$ cat config.mk
export PLATFORM = sky130hd
export DESIGN_NAME = seg7_capture
export DESIGN_NICKNAME = d
export VERILOG_FILES = /design/src/rtl/seg7_capture.sv
export SDC_FILE = /design/constraint.sdc
export NUM_CORES = 1
export LEC_CHECK = 0
export ABC_AREA = 1
export CAP_MARGIN = 20
export CORE_MARGIN = 3
export CORE_UTILIZATION = 59
export DETAILED_ROUTE_END_ITERATION = 8
export GPL_TIMING_DRIVEN = 0
export PLACE_DENSITY = 0.9
export SLEW_MARGIN = 20
export SYNTH_ARGS = -nofsm -noshare
export SYNTH_HDL_FRONTEND = slang
export SYNTH_SLANG_ARGS = --single-unit
$ cat constraint.sdc
create_clock -name clk -period 5.5 [get_ports clk]
set_input_delay 1.1 -clock clk [delete_from_list [all_inputs] [get_ports clk]]
set_output_delay 1.1 -clock clk [all_outputs]
set_load 0.01 [all_outputs]
$ cat src/rtl/seg7_capture.sv
// seg7_capture: passive reader of a multiplexed 7-segment bus that emits one event per changed digit
//
// Ports:
//   clk        system clock
//   rst_n      asynchronous active-low reset
//   an_n       anode enables, active-low, bit i selects digit i
//   a_to_g     segment lines, active-low, bit 6 = a .. bit 0 = g
//   out_valid  change event available (held until out_ready)
//   out_ready  consumer accepts the event
//   out_digit  index of the changed digit
//   out_char   decoded ASCII of the changed digit
//   frame      current ASCII of every digit, digit i at [8i+7:8i]
//   multi_err  one-cycle pulse: stable sample with more than one anode low
//   drop       one-cycle pulse: change seen while the output register was full and not draining
module seg7_capture #(
    parameter int NUM_DIGITS    = 4,
    parameter int STABLE_CYCLES = 16
) (
    input  logic                          clk,
    input  logic                          rst_n,
    input  logic [NUM_DIGITS-1:0]         an_n,
    input  logic [6:0]                    a_to_g,
    output logic                          out_valid,
    input  logic                          out_ready,
    output logic [$clog2(NUM_DIGITS)-1:0] out_digit,
    output logic [7:0]                    out_char,
    output logic [8*NUM_DIGITS-1:0]       frame,
    output logic                          multi_err,
    output logic                          drop
);
    localparam int SW = NUM_DIGITS + 7;
    localparam int DW = $clog2(NUM_DIGITS);
    localparam int CW = $clog2(STABLE_CYCLES);
    localparam logic [CW-1:0] CNT_MAX = CW'(STABLE_CYCLES - 1);

    typedef enum logic {SETTLE, STABLE} state_t;

    state_t                  state_q, state_d;
    logic [CW-1:0]           cnt_q, cnt_d;
    logic [SW-1:0]           sync_q, samp_q, prev_q;
    logic [NUM_DIGITS-1:0]   shadow_valid_q;
    logic [8*NUM_DIGITS-1:0] frame_q;
    logic                    out_valid_q, multi_err_q, drop_q;
    logic [DW-1:0]           out_digit_q;
    logic [7:0]              out_char_q;

    logic                  capture, one_hot, multi, change, load;
    logic [NUM_DIGITS-1:0] low;
    logic [DW-1:0]         idx;
    logic [7:0]            ch;

    function automatic logic [7:0] decode(input logic [6:0] seg);
        case (seg)
            7'b0000001: return 8'h30;
            7'b1001111: return 8'h31;
            7'b0010010: return 8'h32;
            7'b0000110: return 8'h33;
            7'b1001100: return 8'h34;
            7'b0100100: return 8'h35;
            7'b0100000: return 8'h36;
            7'b0001111: return 8'h37;
            7'b0000000: return 8'h38;
            7'b0000100: return 8'h39;
            7'b0001000: return 8'h61;
            7'b1100000: return 8'h62;
            7'b0110001: return 8'h63;
            7'b1000010: return 8'h64;
            7'b0110000: return 8'h65;
            7'b0111000: return 8'h66;
            7'b1001000: return 8'h68;
            7'b1111001: return 8'h69;
            7'b1000011: return 8'h6A;
            7'b1110001: return 8'h6C;
            7'b1101010: return 8'h6E;
            7'b1100010: return 8'h6F;
            7'b0011000: return 8'h70;
            7'b0001100: return 8'h71;
            7'b1000001: return 8'h75;
            7'b1111111: return 8'h20;
            default:    return 8'h3F;
        endcase
    endfunction

    // Stability FSM: a capture fires once, after STABLE_CYCLES unchanged samples following a change
    always_comb begin
        state_d = state_q;
        cnt_d   = cnt_q;
        capture = 1'b0;
        if (samp_q != prev_q) begin
            state_d = SETTLE;
            cnt_d   = '0;
        end else if (state_q == SETTLE) begin
            cnt_d = (cnt_q == CNT_MAX) ? cnt_q : cnt_q + CW'(1);
            if (cnt_q == CNT_MAX) begin
                capture = 1'b1;
                state_d = STABLE;
            end
        end
    end

    // Classify the captured sample and decide between loading an event and dropping it
    always_comb begin
        low = ~samp_q[SW-1:7];
        idx = '0;
        for (int i = 0; i < NUM_DIGITS; i++)
            if (low[i]) idx = DW'(i);
        one_hot = (low != '0) && ((low & (low - NUM_DIGITS'(1))) == '0);
        multi   = (low != '0) && !one_hot;
        ch      = decode(samp_q[6:0]);
        // frame doubles as the per-digit shadow of the last emitted character
        change  = capture && one_hot && (!shadow_valid_q[idx] || frame_q[8*idx +: 8] != ch);
        load    = change && (!out_valid_q || out_ready);
    end

    always_ff @(posedge clk or negedge rst_n) begin
        if (!rst_n) begin
            sync_q         <= '1;
            samp_q         <= '1;
            prev_q         <= '1;
            state_q        <= SETTLE;
            cnt_q          <= '0;
            shadow_valid_q <= '0;
            frame_q        <= {NUM_DIGITS{8'h20}};
            out_valid_q    <= 1'b0;
            out_digit_q    <= '0;
            out_char_q     <= 8'h00;
            multi_err_q    <= 1'b0;
            drop_q         <= 1'b0;
        end else begin
            sync_q      <= {an_n, a_to_g};
            samp_q      <= sync_q;
            prev_q      <= samp_q;
            state_q     <= state_d;
            cnt_q       <= cnt_d;
            multi_err_q <= capture && multi;
            drop_q      <= change && !load;
            out_valid_q <= load ? 1'b1 : (out_ready ? 1'b0 : out_valid_q);
            if (load) begin
                out_digit_q            <= idx;
                out_char_q             <= ch;
                frame_q[8*idx +: 8]    <= ch;
                shadow_valid_q[idx]    <= 1'b1;
            end
        end
    end

    assign out_valid = out_valid_q;
    assign out_digit = out_digit_q;
    assign out_char  = out_char_q;
    assign frame     = frame_q;
    assign multi_err = multi_err_q;
    assign drop      = drop_q;
endmodule

==> run metrics <==
n_diodes=0; synthesis-stage register bit count=82; share of synthesized cell area in and, or, nand and nor gates=0.329; P&R area growth vs syn=21.2%; critical-path maximum fanout=8; Multi-input gate area=0.00176 sq mm; H-tree depth=3; global-route usage over all layers=0.259; worst r2r src=samp_q[1]$_DFF_PN1_; wire per inst=14.8 um; Vias/cell=between 5 and 6; Worst Skew=0.0149 ns; Gate Count Post-Synth=just over 500; Peak VDD IR=0.000195 V; I/O pin count=59; grt total ovfl=0; Synth cell types=37; CP required=5.74 ns; DP Wirelength=7370 um; Worst setup endpoint=frame[20]$_DFFE_PN0P_; CP max stage delay=0.61 ns; post-route ant nets=0; largest net degree at the start of global routing=64; cts repair resizes=0; Worst Path Buf+Inv=2; cells on worst reg2reg path=16; Slew Viols, Final=0; layout cells sized above 1=0.181; critical path's slowest cell=dfstp_2; initial antenna violation count=0; CP most frequent cell=nand2_1; power density over the cells=235 mW/mm^2; Clock transition at path regs=0.08 ns; Max Freq=352 MHz; Clk Latency, worst-skew pair=0.35 ns; minimum clock period=2.84 ns; worst-path cell chain=inv_1, ha_1, inv_1, nor2_1, nand2_1, nand2_1, a21oi_1, nand2_1, nand2_1, nand2_1, nand2_1, nor2_2, nand2_4, nand4_1, nand2_1, nand2_1; Initial Utilization=0.614; Levels on crit path=16; nets=605; Max-slew headroom=0.665; Die ar.=0.00820 sq mm; EDFF count, synth=0; leak pwr=2.55 nW; post-CTS setup buffer count=0; Die X=just over 90 um; commonest non-fill, non-tap cells in the layout=nand2_1 (203), clkdlybuf4s50_1 (52), inv_1 (48); R2R Setup Slk=2.66 ns; post-synthesis cell area=0.00422 sq mm; FF/Latch Area=0.00210 sq mm; Buffers on Ports=53; critical path arrival=3.08 ns; CP Launch Type=flip-flop; WL final=10100 um; Crit path max-delay family=simple AND/OR/NAND/NOR gates; CTS Hold Bufs=0; crit end category=flip-flop; final setup fails=0; critical path class=reg -> reg; compound-gate portion of the synthesized area=0.0409; RSZ-0062 raised after global routing=false; asr flop ratio synth=1.00; Die Span Y=90.5 um; first-pass GRT wire length=about 17000 um; ys flop type=dfrtp_1; # rows=30; number of global-route vias before repair=around 3500; Worst Hold Class=reg -> reg; DRT Pass-1 Iters=6; post-synthesis adder-cell area fraction=0.0267; vias=roughly 3600; Iter 0 DRT Violations=roughly 330; Final Hold Vio Count=0; Max clock buf depth=2; final period utilization=0.517; DR DRC count=0; post-synthesis mux area share=0; # Max-Cap Violations=0; worst slew pin tran=0.501 ns; root buffer cell=clkbuf_8; Final TNS setup=0 ns; synth warn=0; dpl ws=between 2 and 3 ns; Num CTS Buffers=9; post-synthesis sequential area ratio=0.498; core area=0.00687 sq mm; GPL Wtd Cong=roughly 0.91; R2R Path End=frame[20]$_DFFE_PN0P_; most common cell after layout, fill and taps aside=nand2_1; XOR/XNOR Fraction of Synth Area=0.0166; status=completed; Critical Path Source=samp_q[1]$_DFF_PN1_; combinational family with the most area after synthesis=simple AND/OR/NAND/NOR gates; Final WS setup=2.66 ns; post-synthesis area per instance=8.22 sq um; CTS tree=done; Fillers=498; CTS Sinks=82
[state kept, by name, indices dropped and copies added (netlist names)]
name and cells:
out_char 7, multi_err 1, cnt_q 4, frame 28, sync_q 11, out_valid 1
out_digit 2, prev_q 11, shadow_valid_q 4, drop 1, state_q 1, samp_q 11
[stage by stage]
| stage | hold WS, ns | util | power, mW | instance area [sq um] | std cells |
|---|---|---|---|---|---|
| 6_report | 0.357 | 0.744 | 1.20 | 5110 | 683 |
| 5_1_grt | 0.362 | 0.744 | 1.25 | 5110 | 683 |
| 4_1_cts | 0.356 | 0.744 | 1.21 | 5110 | 683 |
| 3_5_place_dp | 0.347 | 0.714 | 0.768 | 4910 | 667 |
| 3_3_place_gp | 0.345 | 0.711 | 0.763 | 4880 | 666 |
| 2_1_floorplan | 0.345 | - | 0.722 | 4230 | 517 |
[cell type report]
class	count	area share
sequential	82	0.411
clock inverter	5	0.0122
buffer	17	0.0304
timing repair buffer	54	0.109
clock buffer	11	0.0277
inverter	56	0.0421
tap	96	0.0235
multi-input combinational	362	0.345
[cell usage after synthesis (7+ instances only)]
library cell,number,area share
nor2_1,33,0.029
ha_1,9,0.027
inv_1,48,0.043
buf_4,9,0.016
nand4_1,9,0.013
dfstp_2,37,0.23
o21ai_0,10,0.012
nand2_1,203,0.18
nand3_1,31,0.037
dfrtp_1,45,0.27
o21ai_1,7,0.0083
nor2_4,8,0.021
a21oi_1,8,0.0095
[worst register-to-register path, stage by stage, from the launching register on]
cell,delay [ns]
dfstp_2,0.61
inv_1,0.17
ha_1,0.30
inv_1,0.13
nor2_1,0.05
nand2_1,0.10
nand2_1,0.06
a21oi_1,0.18
nand2_1,0.10
nand2_1,0.10
nand2_1,0.05
nand2_1,0.06
nor2_2,0.05
nand2_4,0.10
nand4_1,0.41
nand2_1,0.19
nand2_1,0.07
[how the worst min path moves through the flow]
stage	to	depth (start not counted)	startpoint	slack (ns)
after global routing	samp_q[7]$_DFF_PN1_	0	sync_q[7]$_DFF_PN1_	0.36
after CTS	prev_q[10]$_DFF_PN1_	0	samp_q[10]$_DFF_PN1_	0.36
final	prev_q[10]$_DFF_PN1_	0	samp_q[10]$_DFF_PN1_	0.36
after detailed placement	samp_q[6]$_DFF_PN1_	0	sync_q[6]$_DFF_PN1_	0.35
after floorplan	samp_q[0]$_DFF_PN1_	0	sync_q[0]$_DFF_PN1_	0.35
after global placement	samp_q[1]$_DFF_PN1_	0	sync_q[1]$_DFF_PN1_	0.35
[kinds of logic after synthesis]
kind of cell | after synthesis
xor+xnor | 8
simple gates | 310
other cells | 1
fa+ha+maj | 9
compound gates | 30
flops | 82
buf+inv | 73
[where the power goes]
group	leakage (nW)	total [mW]	internal, mW	switching [mW]
registers	0.995	0.636	0.625	0.0102
clock network	0.0962	0.444	0.225	0.219
logic	1.46	0.124	0.0448	0.0791
[layer usage]
| metal | GRT usage | vias up | routed length [um] |
|---|---|---|---|
| met5 | 0 | - | 0 |
| met3 | 0.0592 | 23 | 916 |
| met2 | 0.400 | 191 | 4730 |
| li1 | - | 1709 | - |
| met4 | 0.0791 | 0 | 193 |
| met1 | 0.365 | 1707 | 4290 |
Power figures use the tool's default switching activity.
